`src/rtl/sync_array_filter.sv`:
```
// sync_array_filter: multi-channel level synchroniser with per-channel glitch filter
// and registered rise/fall strobes.
// Optional event counter enabled by defining SYNC_ARRAY_FILTER_EVENT_CNT_EN; when the
// macro is undefined event_cnt is tied to zero and cnt_clr is ignored.
module sync_array_filter #(
    parameter int unsigned      WIDTH         = 8,
    parameter int unsigned      SYNC_STAGES   = 3,
    parameter int unsigned      FILTER_CYCLES = 4,
    parameter logic [WIDTH-1:0] INIT_VAL      = {WIDTH{1'b0}}
) (
    input  logic             clk,
    input  logic             rstn,
    input  logic [WIDTH-1:0] async_in,
    input  logic             filt_en,
    output logic [WIDTH-1:0] sync_out,
    output logic [WIDTH-1:0] filt_out,
    output logic [WIDTH-1:0] rise_pulse,
    output logic [WIDTH-1:0] fall_pulse,
    output logic             any_event,
    input  logic             cnt_clr,
    output logic [15:0]      event_cnt
);

    localparam int unsigned CNT_W = (FILTER_CYCLES > 1) ? $clog2(FILTER_CYCLES) : 1;
    localparam logic [CNT_W-1:0] CNT_MAX = CNT_W'(FILTER_CYCLES - 1);

    logic [WIDTH-1:0] stage_q [SYNC_STAGES];
    logic [WIDTH-1:0] stage_d [SYNC_STAGES];
    logic [CNT_W-1:0] cnt_q   [WIDTH];
    logic [CNT_W-1:0] cnt_d   [WIDTH];
    logic [WIDTH-1:0] filt_q, filt_d;
    logic [WIDTH-1:0] rise_q, rise_d;
    logic [WIDTH-1:0] fall_q, fall_d;
    logic             any_event_q, any_event_d;

    assign sync_out   = stage_q[SYNC_STAGES-1];
    assign filt_out   = filt_q;
    assign rise_pulse = rise_q;
    assign fall_pulse = fall_q;
    assign any_event  = any_event_q;

    // Synchroniser chain shifts every cycle, independent of filt_en.
    always_comb begin
        stage_d[0] = async_in;
        for (int unsigned k = 1; k < SYNC_STAGES; k++) begin
            stage_d[k] = stage_q[k-1];
        end
    end

    // Stability filter: accept a new level only after FILTER_CYCLES of disagreement.
    always_comb begin
        filt_d = filt_q;
        for (int unsigned i = 0; i < WIDTH; i++) begin
            cnt_d[i] = '0;
            if (!filt_en) begin
                filt_d[i] = sync_out[i];
            end else if (sync_out[i] == filt_q[i]) begin
                cnt_d[i] = '0;
            end else if (cnt_q[i] == CNT_MAX) begin
                filt_d[i] = sync_out[i];
            end else begin
                cnt_d[i] = cnt_q[i] + CNT_W'(1);
            end
        end
        // Strobes are registered alongside filt_q so they align with the new level.
        rise_d      = ~filt_q & filt_d;
        fall_d      = filt_q & ~filt_d;
        any_event_d = |(rise_d | fall_d);
    end

    // State registers for sync chain, filter, counters and strobes.
    always_ff @(posedge clk or negedge rstn) begin
        if (!rstn) begin
            for (int unsigned k = 0; k < SYNC_STAGES; k++) begin
                stage_q[k] <= INIT_VAL;
            end
            for (int unsigned i = 0; i < WIDTH; i++) begin
                cnt_q[i] <= '0;
            end
            filt_q      <= INIT_VAL;
            rise_q      <= '0;
            fall_q      <= '0;
            any_event_q <= 1'b0;
        end else begin
            for (int unsigned k = 0; k < SYNC_STAGES; k++) begin
                stage_q[k] <= stage_d[k];
            end
            for (int unsigned i = 0; i < WIDTH; i++) begin
                cnt_q[i] <= cnt_d[i];
            end
            filt_q      <= filt_d;
            rise_q      <= rise_d;
            fall_q      <= fall_d;
            any_event_q <= any_event_d;
        end
    end

`ifdef SYNC_ARRAY_FILTER_EVENT_CNT_EN
    logic [15:0] event_cnt_q, event_cnt_d;

    // Saturating event counter; clear takes priority over increment.
    always_comb begin
        event_cnt_d = event_cnt_q;
        if (cnt_clr) begin
            event_cnt_d = '0;
        end else if (any_event_q && (event_cnt_q != 16'hFFFF)) begin
            event_cnt_d = event_cnt_q + 16'd1;
        end
    end

    // Event counter register.
    always_ff @(posedge clk or negedge rstn) begin
        if (!rstn) begin
            event_cnt_q <= '0;
        end else begin
            event_cnt_q <= event_cnt_d;
        end
    end

    assign event_cnt = event_cnt_q;
`else
    logic unused_cnt_clr;
    assign unused_cnt_clr = cnt_clr;
    assign event_cnt      = 16'h0000;
`endif

endmodule

```
`config.mk`:
```
export PLATFORM = sky130hd
export DESIGN_NAME = sync_array_filter
export DESIGN_NICKNAME = d
export VERILOG_FILES = /design/src/rtl/sync_array_filter.sv
export SDC_FILE = /design/constraint.sdc
export NUM_CORES = 1
export LEC_CHECK = 0
export BUFFER_PORTS_ARGS = -buffer_cell sky130_fd_sc_hd__buf_2
export CORE_MARGIN = 3
export CORE_UTILIZATION = 47
export DETAILED_ROUTE_END_ITERATION = 8
export GPL_TIMING_DRIVEN = 0
export PLACE_DENSITY = 0.8
export SLEW_MARGIN = 15
export SYNTH_ARGS = -nofsm -noshare
export SYNTH_HDL_FRONTEND = slang
export SYNTH_SLANG_ARGS = --single-unit
```
`constraint.sdc`:
```
create_clock -name clk -period 1.95 [get_ports clk]
set_clock_uncertainty 0.15 [all_clocks]
set_input_delay 0.0975 -clock clk [delete_from_list [all_inputs] [get_ports clk]]
set_output_delay 0.0975 -clock clk [all_outputs]
set_load 0.02 [all_outputs]
```
---- Yosys cells after proc, flatten, opt, wreduce, memory -nomap -nowiden ----
Index checks and enable logic that the tools add are counted.
storage, ports and cells
  bits of input ports ..................... 12
  register bits ........................... 65
  word-level logic and storage cells ...... 93
  output and inout bits ................... 49
cells by class
  equal/unequal tests ..................... 16
  add/subtract/negate cells ............... 8
  mux-type cells .......................... 48
  reductions and logical operators ........ 1
  bitwise logic cells ..................... 5
operators with widths
  kind                   number
  $mux W2                24
  $mux W1                24
  $add A2 B1 Y2 const B  8
  $and A8 B8 Y8          2
  $eq A2 B2 Y1 const B   8
  $not A8 Y8             2
  $eq A1 B1 Y1           8
  $or A8 B8 Y8           1
  $reduce_or A8 Y1       1

---- Longest topological paths before layout ----
  depth after elaboration ................. 8
  mapped depth ............................ 6
  mapped depth without buffers ............ 6

---- Worst setup path after synthesis ----
Ideal clock, no wire load.
  path type ............................... register to register
  start ................................... register cnt_q[10] in the netlist's numbering
  end ..................................... register any_event_q (netlist: any_event)
  path buffers ............................ 0
  data arrival time ....................... 1.720 ns
  data required time ...................... 1.673 ns
  setup slack ............................. -0.048 ns
  clock period less this slack ............ 1.998 ns
  setup time .............................. 0.127 ns
  stages on the path, launching flop included .. 7
  path through ............................ dfrtp_1 -> ha_1 -> nor2b_1 -> mux2_2 -> ha_1 -> nand4_1 -> or2_2
between the ends
  longest elaborated chain between the ends .. 8
  elaborated cells on any way between the ends .. 9
  those cells by class .................... 1 x eq/ne; 3 x mux; 4 x bitwise; 1 x reduce/logical
RTL lines
  element                          line  source
  start, declared                  29    logic [CNT_W-1:0] cnt_q [WIDTH];
  start signal, assigned by index  89    cnt_q[i] <= cnt_d[i];
  $eq A2 B2 Y1 *                   59    end else if (cnt_q[i] == CNT_MAX) begin
  $mux W1 *                        59
  $mux W1 *                        57    end else if (sync_out[i] == filt_q[i]) begin
  $mux W1 *                        55    if (!filt_en) begin
  via filt_d[2]                    31    logic [WIDTH-1:0] filt_q, filt_d;
  $not A8 Y8                       67    fall_d = filt_q & ~filt_d;
  $and A8 B8 Y8                    67
  $or A8 B8 Y8 *                   68    any_event_d = |(rise_d | fall_d);
  $reduce_or A8 Y1 *               68
  via any_event_d                  34    logic any_event_q, any_event_d;
  end signal, assigned             94    any_event_q <= any_event_d;
  end, declared                    34
Mark *: on every way through the listed nets, which the timed path passes. The rest lies on a longest branch.

---- Worst setup path after layout ----
  start ................................... register cnt_q[4] in the netlist's numbering
  end ..................................... register any_event_q (netlist: any_event)
Same word-level chain as after synthesis.

==> results_tabular.tex <==
\begin{tabular}{lr}
\hline
Metric & Value \\
\hline
\multicolumn{2}{l}{\textbf{Synthesis}} \\
\quad Share of the synthesized netlist area taken by xor and xnor gates & 0.0279 \\
\quad Post-Synthesis Cells & 174 \\
\quad Sequential element share of the synthesized area & 0.648 \\
\quad Basic-gate share of the synthesized area counting and, or, nand and nor cells & 0.0723 \\
\quad Dominant combinational cell family by area after synthesis & adder cells \\
\quad Cell area after technology mapping & 0.00251 mm² \\
\quad Cell variety after synth & 18 \\
\quad Complex-gate fraction of the synthesized area & 0 \\
\quad Number of warning messages in the yosys log & 0 \\
\quad Multiplexer area fraction after synthesis & 0.0678 \\
\quad Synthesized-area fraction occupied by adder cells & 0.120 \\
\quad Number of storage elements in the synthesis netlist & 65 \\
\quad Mapped Avg Cell Area & 14.4 µm² \\
\multicolumn{2}{l}{\textbf{Die}} \\
\quad Core Area & 0.00494 mm² \\
\quad Num rows & 25 \\
\quad Effective utilization at floorplan & 0.508 \\
\quad Floorplan die height & 79.1 µm \\
\quad Die width & 79.1 µm \\
\quad Die area & 0.00625 mm² \\
\quad Boundary pin count & 61 \\
\multicolumn{2}{l}{\textbf{Worst setup path}} \\
\quad Crit-path cells & ha\_2 > and2b\_2 > mux2\_4 > ha\_4 > nand4\_1 > or2\_4 \\
\quad Highest cell delay on the worst timing path & 0.40 ns \\
\quad Crit path arrival time & 2.04 ns \\
\quad Crit path buf inv count & 0 \\
\quad Cell with the largest stage delay on the worst path & sky130\_fd\_sc\_hd\_\_dfrtp\_1 \\
\quad CP Launch Type & flop \\
\quad Kind of cell with the highest combined delay on the critical path & simple AND/OR/NAND/NOR gates \\
\quad Critical path type & flop to flop \\
\quad Kind of capture point of the worst setup path & flop \\
\quad Worst Path Required & 2.01 ns \\
\quad Crit path max fanout & 2 \\
\multicolumn{2}{l}{\textbf{CTS}} \\
\quad Clock transition at the register clock pins on the worst setup and hold paths after CTS & 0.07 ns \\
\quad Clock root buffer & sky130\_fd\_sc\_hd\_\_clkbuf\_8 \\
\quad Sinks on Clock Net & 65 \\
\quad Level count of the clock H-tree & 3 \\
\quad Insertion delay of the later-clocked pin in the worst-skew pair & 0.32 ns \\
\quad Clock buffers created by TritonCTS & 9 \\
\quad Number of buffers between clock root and the deepest sink & 2 \\
\quad CTS tree & yes \\
\multicolumn{2}{l}{\textbf{Cells and area}} \\
\quad Number of antenna repair diodes & 0 \\
\quad Share of layout cells above drive strength 1 & 0.398 \\
\quad Relative area change from synthesis to final layout & 36.0\% \\
\quad Number of filler cells placed in the layout & 365 \\
\quad Area occupied by multi-input gates & 890 µm² \\
\quad Layout Cells excl Fill & 336 \\
\quad Sequential cell area & 0.00163 mm² \\
\quad NumNets Final & 301 \\
\multicolumn{2}{l}{\textbf{Global routing}} \\
\quad Via count of the first global-routing pass & 1527 \\
\quad Initial antenna violation count & 0 \\
\quad First-pass GRT wire length & 7100 µm \\
\quad Overall global routing resource usage & 0.155 \\
\quad Maximum number of pins on one net before global-route repair & 35 \\
\quad Residual overflow from global routing & 0 \\
\multicolumn{2}{l}{\textbf{STA}} \\
\quad Setup repair after global routing missed its margin & true \\
\quad Fin crit share & 1.01 \\
\quad Final Hold Slack & 0.0982 ns \\
\quad Total of endpoints with negative setup slack in the final report & 1 \\
\quad Hold violation total from the final report & 0 \\
\quad Peak Freq & 506 MHz \\
\quad Final setup slack of the worst path & -0.0270 ns \\
\quad Max-slew violation count & 0 \\
\quad Crit path time final & 1.98 ns \\
\multicolumn{2}{l}{\textbf{Power and ir drop}} \\
\quad Peak ir drop on the vdd network & 0.000628 V \\
\quad Power density over the cells & 969 mW/mm² \\
\quad Leakage power & 1.78 nW \\
\multicolumn{2}{l}{\textbf{Status}} \\
\quad Failing checks & negative setup slack \\
\quad Outcome & finished, violations left \\
\multicolumn{2}{l}{\textbf{Drt}} \\
\quad Wirelength, routed & 4150 µm \\
\quad Routed wire length per instance & 12.3 µm \\
\quad Residual antenna-violating net count after detailed routing & 0 \\
\quad Overall via count from detail\_route & 1472 \\
\quad DR iter-0 viols & 84 \\
\quad Drt via density & 4.38 \\
\quad Initial DRT Pass Iterations & 3 \\
\quad Drc violations & 0 \\
\multicolumn{2}{l}{\textbf{Run}} \\
\quad Maxcap violations & 0 \\
\multicolumn{2}{l}{\textbf{Place}} \\
\quad Routability Congestion & 0.699 \\
\quad Number of placed instances with taps included & 300 \\
\quad Final HPWL DP & 2700 µm \\
\quad Setup WS pre-CTS & -0.125 ns \\
\quad Total of buffers placed on input and output ports & 43 \\
\multicolumn{2}{l}{\textbf{Worst hold path}} \\
\quad Worst min-delay path category & input pin to asynchronous set/reset pin \\
\hline
\end{tabular}
[cells in the final DEF, fill, tap and decap left out]
master / count
sky130_fd_sc_hd__ha_2: 4
sky130_fd_sc_hd__nor3_1: 4
sky130_fd_sc_hd__clkbuf_1: 1
sky130_fd_sc_hd__mux2_2: 4
sky130_fd_sc_hd__nand4_1: 2
sky130_fd_sc_hd__or2_4: 1
sky130_fd_sc_hd__conb_1: 16
sky130_fd_sc_hd__nand2b_4: 4
sky130_fd_sc_hd__buf_2: 42
sky130_fd_sc_hd__ha_1: 17
sky130_fd_sc_hd__mux2_4: 4
sky130_fd_sc_hd__nor3b_1: 4
sky130_fd_sc_hd__xnor2_1: 8
sky130_fd_sc_hd__nor2b_2: 1
sky130_fd_sc_hd__bufinv_16: 2
sky130_fd_sc_hd__nor2b_4: 1
sky130_fd_sc_hd__buf_4: 26
sky130_fd_sc_hd__and2b_2: 2
sky130_fd_sc_hd__buf_12: 1
sky130_fd_sc_hd__dfrtp_1: 65
sky130_fd_sc_hd__inv_1: 8
sky130_fd_sc_hd__dlygate4sd3_1: 13
sky130_fd_sc_hd__mux2i_1: 8
sky130_fd_sc_hd__clkbuf_8: 12
sky130_fd_sc_hd__nand2_1: 8
sky130_fd_sc_hd__nor2_1: 8
sky130_fd_sc_hd__ha_4: 3
[layer usage]
metal | wire (µm) | GRT usage | part of all wire | vias to the layer above
li1 | - | - | - | 721
met1 | 1690 | 0.180 | 0.41 | 695
met2 | 2120 | 0.250 | 0.51 | 48
met3 | 262 | 0.0612 | 0.063 | 8
met4 | 86 | 0.0722 | 0.021 | 0
met5 | 0 | 0 | 0 | -
[cell type report]
cell class	count	share of cell area
inverters	8	0.00879
plain buffers	17	0.0374
clock buffers	13	0.0495
flip-flops and latches	65	0.476
multi-input cells	99	0.261
clock inverters	2	0.0176
well taps	67	0.0246
repair buffers	65	0.125
[synth_stat cells]
cell type                  instances  area share
sky130_fd_sc_hd__dfrtp_1          65        0.65
sky130_fd_sc_hd__ha_1             24        0.12
sky130_fd_sc_hd__buf_4            17       0.051
sky130_fd_sc_hd__inv_1             8       0.012
sky130_fd_sc_hd__mux2i_1           8       0.032
sky130_fd_sc_hd__nand2_1           8       0.012
sky130_fd_sc_hd__nor2_1            8       0.012
sky130_fd_sc_hd__xnor2_1           8       0.028
sky130_fd_sc_hd__mux2_2            6       0.027
sky130_fd_sc_hd__nand2b_1          4       0.010
sky130_fd_sc_hd__nor3_1            4      0.0080
sky130_fd_sc_hd__nor3b_1           4       0.012
sky130_fd_sc_hd__and2b_1           2      0.0060
sky130_fd_sc_hd__mux2_1            2      0.0090
sky130_fd_sc_hd__nand4_1           2      0.0050
sky130_fd_sc_hd__nor2b_1           2      0.0050
sky130_fd_sc_hd__conb_1            1      0.0015
sky130_fd_sc_hd__or2_2             1      0.0025
[timing repair]
item / in CTS / in global routing
hold buffers: 12 / 1
endpoints found under the hold margin: 76 / 1
endpoints found under the setup margin: 1 / 1
gates cloned: 0 / 0
resized for setup: 10 / 5
buffers inserted: 5 / 3
pin swaps: 7 / 1
[state kept, by name (all words and copies together), names as in the netlist]
name	flops
fall_pulse	8
any_event	1
rise_pulse	8
stage_d	16
cnt_q	16
filt_out	8
sync_out	8
[per-stage QoR]
step / utilization / power [mW] / setup TNS (ns) / area, µm²
2_1_floorplan: - / 1.83 / 0 / 2600
3_3_place_gp: 0.586 / 1.97 / -0.116 / 2900
3_5_place_dp: 0.591 / 2.00 / -0.125 / 2920
4_1_cts: 0.681 / 3.34 / -0.0282 / 3360
5_1_grt: 0.691 / 3.49 / -0.0783 / 3410
6_report: 0.691 / 3.31 / -0.0270 / 3410
[final timing paths]
path                             start           to  slack, ns  depth (start not counted)
max                           cnt_q[4]    any_event      -0.03                          6
min                               rstn  filt_out[1]        0.1                          2
max reg2reg                   cnt_q[4]    any_event      -0.03                          6
min reg2reg                stage_d[15]   stage_d[7]       0.20                          0
max in group asynchronous         rstn  stage_d[15]       1.04                          3
min in group clk               filt_en  filt_out[4]       0.10                          3
[where the power goes]
| group | internal [mW] | switching (mW) |
|---|---|---|
| Clock | 0.819 | 0.462 |
| Combinational | 0.224 | 0.277 |
| Sequential | 1.46 | 0.0699 |
| Total | 2.50 | 0.809 |
[cell families after synthesis]
group | count (synthesis)
adder cells (fa/ha/maj) | 24
buffers and inverters | 25
other | 1
multiplexers | 16
AND/OR/NAND/NOR | 35
flip-flops | 65
XOR/XNOR | 8
[worst reg2reg max path: cells and delay by family (launching register included)]
family        cells  cell delay (ns)
fa+ha+maj         2             0.44
flops             1             0.40
mux               1             0.33
simple gates      3             0.55
Note: power is estimated with default switching activity, not from simulation.
